[src/rtl/avg_pool_scheduler.sv]
// rtl/avg_pool_scheduler.sv - sequences average-pool layers across cores in channel batches
// Each batch: one LAUNCH gap with cores disabled, then RUN until every masked core reports done.
module avg_pool_scheduler #(
  parameter int COMPUTING_CORES    = 4,
  parameter int STATE_DATAWIDTH    = 4,
  parameter int AVG1_STATE         = 3,
  parameter int AVG2_STATE         = 6,
  parameter int AVG3_STATE         = 9,
  parameter int AVG1_CHANNELS      = 6,
  parameter int AVG2_CHANNELS      = 16,
  parameter int AVG3_CHANNELS      = 16,
  parameter int AVG_LOOP_DATAWIDTH = 3,
  parameter int CHANNEL_DATAWIDTH  = 6
) (
  input  logic                                           clk,
  input  logic                                           reset,
  input  logic                                           start,
  input  logic [STATE_DATAWIDTH-1:0]                     state,
  input  logic [COMPUTING_CORES-1:0]                     core_done,
  output logic [COMPUTING_CORES-1:0]                     core_enable,
  output logic [COMPUTING_CORES*CHANNEL_DATAWIDTH-1:0]   channel_index,
  output logic [AVG_LOOP_DATAWIDTH-1:0]                  avg_loop,
  output logic                                           busy,
  output logic                                           done,
  output logic                                           error
);

  localparam int NC = COMPUTING_CORES;
  localparam int CW = CHANNEL_DATAWIDTH;
  localparam int AW = AVG_LOOP_DATAWIDTH;
  // One extra bit so loop_max can equal 2**AW when avg_loop reaches its top value.
  localparam int LW = AVG_LOOP_DATAWIDTH + 1;

  localparam logic [1:0] S_IDLE   = 2'd0;
  localparam logic [1:0] S_LAUNCH = 2'd1;
  localparam logic [1:0] S_RUN    = 2'd2;
  localparam logic [1:0] S_FINISH = 2'd3;

  logic [1:0]     fsm_q, fsm_d;
  logic [CW-1:0]  total_q, total_d;
  logic [LW-1:0]  loop_max_q, loop_max_d;
  logic [AW-1:0]  avg_loop_q, avg_loop_d;
  logic [NC-1:0]  mask_q, mask_d;
  logic [NC-1:0]  pend_q, pend_d;
  logic [NC-1:0]  enable_q, enable_d;
  logic [NC*CW-1:0] chan_q, chan_d;
  logic           busy_q, busy_d;
  logic           done_q, done_d;
  logic           error_q, error_d;

  logic           is_pool;
  logic [CW-1:0]  sel_total;
  logic [LW-1:0]  sel_loop_max;
  logic [NC-1:0]  launch_mask;
  logic [NC*CW-1:0] launch_chan;
  logic [NC-1:0]  done_now;
  logic           batch_done;
  logic           last_batch;

  always_comb begin
    is_pool   = 1'b1;
    sel_total = '0;
    if (state == STATE_DATAWIDTH'(AVG1_STATE)) begin
      sel_total = CW'(AVG1_CHANNELS);
    end else if (state == STATE_DATAWIDTH'(AVG2_STATE)) begin
      sel_total = CW'(AVG2_CHANNELS);
    end else if (state == STATE_DATAWIDTH'(AVG3_STATE)) begin
      sel_total = CW'(AVG3_CHANNELS);
    end else begin
      is_pool = 1'b0;
    end
  end

  assign sel_loop_max = LW'((32'(sel_total) + 32'(NC - 1)) / 32'(NC));

  // Core i of batch b owns channel b*NC+i; cores past the channel count sit out.
  always_comb begin
    launch_mask = '0;
    launch_chan = '0;
    for (int i = 0; i < NC; i++) begin
      launch_chan[i*CW +: CW] = CW'(32'(avg_loop_q) * 32'(NC) + 32'(i));
      launch_mask[i]          = (32'(avg_loop_q) * 32'(NC) + 32'(i)) < 32'(total_q);
    end
  end

  assign done_now   = pend_q | (core_done & mask_q);
  assign batch_done = (done_now == mask_q);
  assign last_batch = (LW'(avg_loop_q) + LW'(1)) >= loop_max_q;

  always_comb begin
    fsm_d      = fsm_q;
    total_d    = total_q;
    loop_max_d = loop_max_q;
    avg_loop_d = avg_loop_q;
    mask_d     = mask_q;
    pend_d     = pend_q;
    enable_d   = enable_q;
    chan_d     = chan_q;
    busy_d     = busy_q;
    done_d     = 1'b0;
    error_d    = 1'b0;
    case (fsm_q)
      S_IDLE: begin
        if (start) begin
          if (is_pool) begin
            total_d    = sel_total;
            loop_max_d = sel_loop_max;
            avg_loop_d = '0;
            busy_d     = 1'b1;
            fsm_d      = S_LAUNCH;
          end else begin
            error_d = 1'b1;
          end
        end
      end
      S_LAUNCH: begin
        mask_d   = launch_mask;
        chan_d   = launch_chan;
        enable_d = launch_mask;
        pend_d   = '0;
        fsm_d    = S_RUN;
      end
      S_RUN: begin
        pend_d = done_now;
        if (batch_done) begin
          enable_d = '0;
          if (last_batch) begin
            fsm_d = S_FINISH;
          end else begin
            avg_loop_d = avg_loop_q + AW'(1);
            fsm_d      = S_LAUNCH;
          end
        end
      end
      S_FINISH: begin
        done_d     = 1'b1;
        busy_d     = 1'b0;
        avg_loop_d = '0;
        fsm_d      = S_IDLE;
      end
      default: fsm_d = S_IDLE;
    endcase
  end

  always_ff @(posedge clk) begin
    if (reset) begin
      fsm_q      <= S_IDLE;
      total_q    <= '0;
      loop_max_q <= '0;
      avg_loop_q <= '0;
      mask_q     <= '0;
      pend_q     <= '0;
      enable_q   <= '0;
      chan_q     <= '0;
      busy_q     <= 1'b0;
      done_q     <= 1'b0;
      error_q    <= 1'b0;
    end else begin
      fsm_q      <= fsm_d;
      total_q    <= total_d;
      loop_max_q <= loop_max_d;
      avg_loop_q <= avg_loop_d;
      mask_q     <= mask_d;
      pend_q     <= pend_d;
      enable_q   <= enable_d;
      chan_q     <= chan_d;
      busy_q     <= busy_d;
      done_q     <= done_d;
      error_q    <= error_d;
    end
  end

  assign core_enable   = enable_q;
  assign channel_index = chan_q;
  assign avg_loop      = avg_loop_q;
  assign busy          = busy_q;
  assign done          = done_q;
  assign error         = error_q;

endmodule

[config.mk]
export PLATFORM = sky130hd
export DESIGN_NAME = avg_pool_scheduler
export DESIGN_NICKNAME = d
export VERILOG_FILES = /design/src/rtl/avg_pool_scheduler.sv
export SDC_FILE = /design/constraint.sdc
export NUM_CORES = 1
export LEC_CHECK = 0
export CORE_MARGIN = 4
export CORE_UTILIZATION = 45
export CTS_CLUSTER_DIAMETER = 200
export DETAILED_ROUTE_END_ITERATION = 8
export GPL_ROUTABILITY_DRIVEN = 0
export PLACE_DENSITY = 0.79
export SLEW_MARGIN = 40
export SYNTH_ARGS = -nofsm -noshare
export SYNTH_HDL_FRONTEND = slang
export SYNTH_SLANG_ARGS = --single-unit
[constraint.sdc]
create_clock -name clk -period 2.45 [get_ports clk]
set_input_delay 0.245 -clock clk [delete_from_list [all_inputs] [get_ports clk]]
set_output_delay 0.245 -clock clk [all_outputs]
set_load 0.02 [all_outputs]
==> metrics.md, run 1 <==
| Metric | Value |
|---|---|
| Status | `completed` |
| Hold Startpoint | `busy` |
| Hold slack | `492 ps` |
| PwrDens | `540 nW/um2` |
| Detailed Place HPWL | `2270 um` |
| Crit end category | `flip-flop` |
| Max-cap violations | `0` |
| Area grow syn2layout | `24.0%` |
| CP max stage delay | `340 ps` |
| Crit path cell chain | `ha_1 -> xor2_1 -> ha_1 -> a22o_1 -> a221oi_2 -> o21ai_1 -> o311ai_0 -> o31ai_1` |
| Synth Cell Area | `1360 um2` |
| CTS max path bufs | `2` |
| # clock sinks | `22` |
| Core ar. | `~2800 um2` |
| CTS tree | `done` |
| Slowest CP cell | `dfxtp_1` |
| Crit path required time | `2660 ps` |
| Clock-pin transition on the worst setup and hold timing paths | `140 ps` |
| Worst setup path category | `reg -> reg` |
| IO Pins | `45` |
| Fillers | `251` |
| Compound-gate portion of the synthesized area | `21.5%` |
| PortBufs | `36` |
| Grt ovf | `0` |
| Layout Skew | `17.7 ps` |
| Reg2reg end | `avg_loop[1]` |
| Reg2Reg Depth | `8` |
| Antenna Cells | `0` |
| CTS H-tree lvls | `1` |
| Crit Path Max Fanout | `3` |
| Internal power | `641 uW` |
| Syn_area_per_cell | `8.88 um2` |
| Routed WL | `2880 um` |
| Combinational share of power | `26.1%` |
| Yosys warns | `0` |
| Die area | `3960 um2` |
| Worst Setup Start Kind | `flip-flop` |
| First-pass DRT Iterations | `4` |
| WP data arrival | `2460 ps` |
| Worst Hold Path Cells | `2` |
| P_sw | `268 uW` |
| Root Buffer | `clkbuf_4` |
| Initial antenna violation count | `0` |
| Fraction of layout cells with a size suffix above 1 | `6.78%` |
| Post-synthesis mux area share | `between 3 and 4%` |
| Gate Count Post-Synth | `153` |
| Net Sw Frac | `29.5%` |
| Most frequent cells in the layout | `36 x clkdlybuf4s50_1, 22 x dfxtp_1, 15 x nor2_1` |
| Setup violators final | `0` |
| Commonest non-fill, non-tap cell in the layout | `clkdlybuf4s50_1` |
| Worst-skew pair later-pin latency | `320 ps` |
| Die width | `63.0 um` |
| Worst vdd ir | `0.260 mV` |
| Period Utilization, post-route | `91.6%` |
| Nets | `201` |
| Synth Area in Adders | `11.0%` |
| Post-CTS Setup Bufs | `0` |
| TNS Setup | `0 ps` |
| Leakage power | `0.639 nW` |
| Chip Height | `63.0 um` |
| Unrepaired setup endpoints after global routing | `no` |
| Residual DRC | `0` |
| Minimum clock period | `2240 ps` |
| F_max | `between 400 and 500 MHz` |
| Largest net degree at the start of global routing | `14` |
| Vias/cell | `5.60` |
| Hold Path End | `busy` |
| XOR/XNOR share of the synthesized area | `1.29%` |
| Initial Utilization | `48.0%` |
| Row count | `19` |
| Routed via count | `1164` |
| First-pass GRT wire length | `4830 um` |
| Synth Area in Simple Gates | `13.7%` |
| Synth cell types | `42` |
| Largest family of logic cells by synthesized area | `compound AO/OA/AOI/OAI gates` |
| Sequential area share after synthesis | `32.4%` |
| Cell mode on critical path | `ha_1` |
| Max-slew violations | `0` |
| Post-DRT Antenna Nets | `0` |
| Total GRT Usage | `14.8%` |
| Min-delay worst type | `reg -> reg` |
| Clock power frac | `between 30 and 40%` |
| Final Hold Fails | `0` |
| Synth Register Bits | `22` |
| R2r startpoint | `avg_loop[0]` |
| Vias in the first global route | `1111` |
| Sequential Power Share | `42.7%` |
| 1st-iter DRT viols | `49` |
| FF-to-FF setup slack | `210 ps` |
| CTS buffer count | `3` |
| WL per Instance | `13.9 um` |
[layout make-up]
class                   count  area [um2]  share of cell area (%)
multi-input cells         102         733                    43.5
clock inverters             1        30.0                    1.78
clock buffers               3        22.5                    1.34
repair buffers             39         383                    22.7
flip-flops and latches     22         440                    26.1
well taps                  31        38.8                    2.30
inverters                  10        37.5                    2.23
[Yosys cell counts]
library cell	number	area, um2
buf_4	22	165
dfxtp_1	22	440
nor2_1	15	56.3
ha_1	12	150
inv_1	10	37.5
a31oi_1	7	43.8
a21oi_1	6	30.0
mux2i_1	5	50.1
nand2_1	5	18.8
clkbuf_1	4	15.0
o21ai_0	4	20.0
o31ai_1	4	30.0
nand2b_1	3	18.8
a32oi_1	2	17.5
nor3_1	2	10.0
o221ai_1	2	17.5
o311ai_0	2	17.5
or3_1	2	12.5
a211o_1	1	8.76
a211oi_1	1	7.51
a21o_1	1	7.51
a221oi_1	1	8.76
a22o_1	1	8.76
a22oi_1	1	7.51
a311oi_1	1	8.76
a32oi_2	1	16.3
and2_1	1	6.26
and4b_1	1	10.0
conb_1	1	3.75
nand3_2	1	10.0
nand4_1	1	6.26
nand4b_1	1	8.76
nand4bb_1	1	11.3
nor2b_1	1	6.26
o211ai_2	1	12.5
o21a_1	1	7.51
o21ai_1	1	5.00
o22a_1	1	8.76
o31a_1	1	8.76
or3_4	1	11.3
xnor2_1	1	8.76
xor2_1	1	8.76
[layer usage]
metal / share of wire, % / routed length [um] / GRT usage [%] / vias up
li1: - / - / - / 568
met1: 43 / 1240 / 17.7 / 528
met2: 47 / 1360 / 24.9 / 59
met3: 7.3 / 210 / 2.88 / 9
met4: 2.6 / 74 / 7.99 / 0
met5: 0 / 0 / 0 / -
[power groups by stage]
stage / sequential [mW] / combinational [mW] / clock, mW
2_1_floorplan: 0.403 / 0.164 / 0
3_3_place_gp: 0.395 / 0.226 / 0
3_5_place_dp: 0.396 / 0.232 / 0
4_1_cts: 0.388 / 0.234 / 0.292
5_1_grt: 0.391 / 0.260 / 0.305
6_report: 0.388 / 0.237 / 0.283
[registers in the layout, summed over array words and instances (netlist names)]
register       flops
busy               1
pend_q             4
fsm_q              2
channel_index      4
core_enable        2
mask_q             2
total_q            2
avg_loop           3
error              1
done               1
[cells by family (layout without fill, tap and decap cells)]
kind of cell	count (synthesis)	after routing
and+or+nand+nor	35	35
other	1	8
xor gates and xnor gates	2	2
AOI/OAI and AO/OA	40	40
adders and majority gates	12	12
DFF	22	22
buffers and inverters	36	53
muxes	5	5
[metrics by stage]
step	util [%]	area [um2]	std cells	power [mW]	setup WS, ps
after detailed placement	57.5	1630	204	0.629	123
after global routing	59.6	1690	208	0.956	58.3
final	59.6	1690	208	0.909	206
after floorplan	-	1390	160	0.567	170
after CTS	59.4	1680	208	0.914	94.5
after global placement	57.5	1630	204	0.621	327
[how the worst max path moves through the flow]
| stage | slack, ps | start | depth (start not counted) | end |
|---|---|---|---|---|
| finish | 210 | avg_loop[0] | 8 | avg_loop[1] |
| detailed placement | 120 | avg_loop[0] | 8 | avg_loop[0] |
| floorplan | 170 | avg_loop[0] | 8 | avg_loop[0] |
| CTS | 90 | avg_loop[0] | 8 | avg_loop[0] |
| global route | 60 | avg_loop[0] | 8 | avg_loop[1] |
| global placement | 330 | avg_loop[0] | 8 | avg_loop[1] |
[worst max-delay path, delay by kind of cell, from the launching register on]
kind / cells / cell delay (ps)
compound gates: 5 / 1100
fa+ha+maj: 2 / 540
flops: 1 / 340
xor+xnor: 1 / 150
[what timing repair did]
action / 4_1_cts / 5_1_grt
gates resized for setup: 0 / 2
endpoints found under the setup margin: 0 / 2
hold endpoints to repair: 0 / 0
hold buffers: 0 / 0
Note: power is estimated with default switching activity, not from simulation.
==> run 2: changes to the inputs <==
Clock period 2.45 ns to 2.1 ns, I/O delays scaled along.
==> run 2 against run 1 <==
The flow now finishes with violations (setup timing). Die area did not move. Via count rose by 4.7%. Utilization rose by 3.0 points. Wire length rose by 15%. Final cell count rose by 2.4%. Sequential share of layout area fell by 1.1 points. Critical endpoint is now avg_loop[2]. Largest power group unchanged.
==> metrics.md, run 2 (synthesis results as in run 1) <==
| Metric | Value |
|---|---|
| Fraction of layout cells with a size suffix above 1 | `14.3% (+7.5 points)` |
| WL per Instance | `15.6 um (+12%)` |
| Crit end category | `flip-flop` |
| Vias/cell | `5.72 (+2.3%)` |
| Crit path cell chain | `ha_4 -> xor2_2 -> ha_1 -> a22o_1 -> a221oi_2 -> buf_4 -> a31oi_1 -> o31ai_1 -> a21oi_1` |
| Worst vdd ir | `0.365 mV (+40%)` |
| Die width | `63.0 um (unchanged)` |
| Worst-skew pair later-pin latency | `320 ps (about the same)` |
| Initial antenna violation count | `0 (unchanged)` |
| Grt ovf | `0 (unchanged)` |
| Final Hold Fails | `0 (unchanged)` |
| WP data arrival | `2320 ps (-140 ps)` |
| # hold bufs at CTS | `0 (unchanged)` |
| Root Buffer | `clkbuf_4` |
| Worst Setup EP | `avg_loop[2]` |
| Nets | `206 (+2.5%)` |
| Status | `complete, but fails checks` |
| Routed WL | `3320 um (+15%)` |
| Crit path required time | `2320 ps (-340 ps)` |
| Reg2reg end | `avg_loop[2]` |
| Combinational share of power | `27.2% (+1.1 points)` |
| Most frequent cells in the layout | `36 x clkdlybuf4s50_1, 20 x dfxtp_1, 15 x nor2_1` |
| Cell Count, Final, Fillers Out | `213 (+2.4%)` |
| Min-delay worst type | `reg -> reg` |
| F_max | `476 MHz (+6.7%)` |
| Core ar. | `2830 um2 (unchanged)` |
| Worst setup path category | `reg -> reg` |
| Largest net degree at the start of global routing | `14 (unchanged)` |
| Initial Utilization | `48.0% (unchanged)` |
| CP Launch Point | `avg_loop[0]` |
| Antenna Cells | `0 (unchanged)` |
| TNS Setup | `-2.76 ps (-2.76 ps)` |
| Buf/Inv on CP | `1 (+1)` |
| Crit Path Max Fanout | `2 (-1)` |
| Leakage power | `0.668 nW (+4.5%)` |
| # clock sinks | `22 (unchanged)` |
| Detailed Place HPWL | `2390 um (+5.4%)` |
| Total GRT Usage | `16.7% (+1.9 points)` |
| FF-to-FF setup slack | `-3 ps (-210 ps)` |
| Slack of the critical path | `-2.76 ps (-209 ps)` |
| R2r startpoint | `avg_loop[0]` |
| Period Utilization, post-route | `100% (+8.6 points)` |
| Routed via count | `1219 (+4.7%)` |
| Clock-pin transition on the worst setup and hold timing paths | `140 ps (about the same)` |
| Net Sw Frac | `30.5% (+0.97 points)` |
| Commonest non-fill, non-tap cell in the layout | `clkdlybuf4s50_1` |
| Die area | `3960 um2 (unchanged)` |
| DP Cell Count | `206 (+0.98%)` |
| IO Pins | `45 (unchanged)` |
| Max-cap violations | `0 (unchanged)` |
| Worst Setup Start Kind | `flip-flop` |
| First-pass DRT Iterations | `4 (unchanged)` |
| Setup violators final | `1 (+1)` |
| PwrDens | `614 nW/um2 (+14%)` |
| Post-DRT Antenna Nets | `0 (unchanged)` |
| Failing checks | `setup timing` |
| Unrepaired setup endpoints after global routing | `yes` |
| P_sw | `331 uW (+23%)` |
| CP max stage delay | `360 ps (+20 ps)` |
| Layout Skew | `6.44 ps (-11.3 ps)` |
| Internal power | `754 uW (+18%)` |
| Slowest CP cell | `dfxtp_2` |
| Row count | `19 (unchanged)` |
| Vias in the first global route | `1194 (+7.5%)` |
| Minimum clock period | `2100 ps (-141 ps)` |
| Max-slew violations | `0 (unchanged)` |
| Sequential Power Share | `41.8% (-0.9 points)` |
| CTS buffer count | `3 (unchanged)` |
| Area grow syn2layout | `30.2%` |
| First-pass GRT wire length | `5420 um (+12%)` |
| Reg2Reg Depth | `9 (+1)` |
| 1st-iter DRT viols | `40 (-18%)` |
| Clock power frac | `31.0% (-0.2 points)` |
| CTS max path bufs | `2 (unchanged)` |
| CTS tree | `done` |
| PortBufs | `36 (unchanged)` |
| Residual DRC | `0 (unchanged)` |
| Chip Height | `63.0 um (unchanged)` |
| CP Depth | `9 (+1)` |
| Worst Hold Path Cells | `2 (unchanged)` |
| CTS H-tree lvls | `1 (unchanged)` |
| Largest delay share family, worst path | `compound AO/OA/AOI/OAI gates` |
run 2: cell types whose count changed in the layout (fill, tap and decap cells not counted), moves of 2 or more:
cell,previous run,this run
dfxtp_2,0,2
o311ai_2,0,2
buf_4,3,8
dfxtp_1,22,20
run 2: worst register-to-register path: cells and delay by family, from the launching register on:
kind                       cells  cell delay, ps
AOI/OAI and AO/OA              5             870
xor gates and xnor gates       1             140
DFF                            1             360
buffers and inverters          1             170
adders and majority gates      2             470
run 2: through the flow:
stage	util (%)	area, um2	worst slack (ps)	hold slack [ps]	total power [mW]
after floorplan	-	1390	-9.41	326	0.664
after global placement	58.3	1650	44.9	465	0.727
after detailed placement	58.3	1650	-135	479	0.739
after CTS	62.0	1750	-56.7	497	1.08
after global routing	62.5	1770	-105	537	1.13
final	62.5	1770	-2.76	504	1.09
run 2: worst min path at each step:
stage	to	start	slack, ps
after floorplan	total_q[2]	start	330
after global placement	busy	busy	470
after detailed placement	busy	busy	480
after CTS	busy	busy	500
after global routing	total_q[4]	total_q[4]	540
final	total_q[4]	total_q[4]	500
run 2: area by class of cell:
type | count | area, um2
tap | 31 | 38.8
sequential | 22 | 443
fill | 243 | 1060
multi-input combinational | 102 | 777
clock buffer | 3 | 22.5
timing repair buffer | 44 | 420
inverter | 10 | 37.5
clock inverter | 1 | 30.0
run 2: metal layers:
layer	GRT usage, %	up-vias	routed length [um]
met5	0	-	0
met4	7.16	0	77
met3	2.34	7	152
met2	32.3	49	1770
met1	17.6	586	1320
li1	-	577	-
run 2: power by group through the flow:
stage | clock (mW) | sequential (mW) | combinational (mW)
final | 0.337 | 0.454 | 0.295
after detailed placement | 0 | 0.463 | 0.276
after global routing | 0.357 | 0.456 | 0.318
after global placement | 0 | 0.461 | 0.266
after floorplan | 0 | 0.470 | 0.194
after CTS | 0.338 | 0.454 | 0.291
run 2: repair_timing:
item / 4_1_cts / 5_1_grt
pin swaps: 7 / 5
setup buffers: 2 / 1
gates cloned: 0 / 0
resized for setup: 9 / 1
endpoints found under the setup margin: 2 / 4
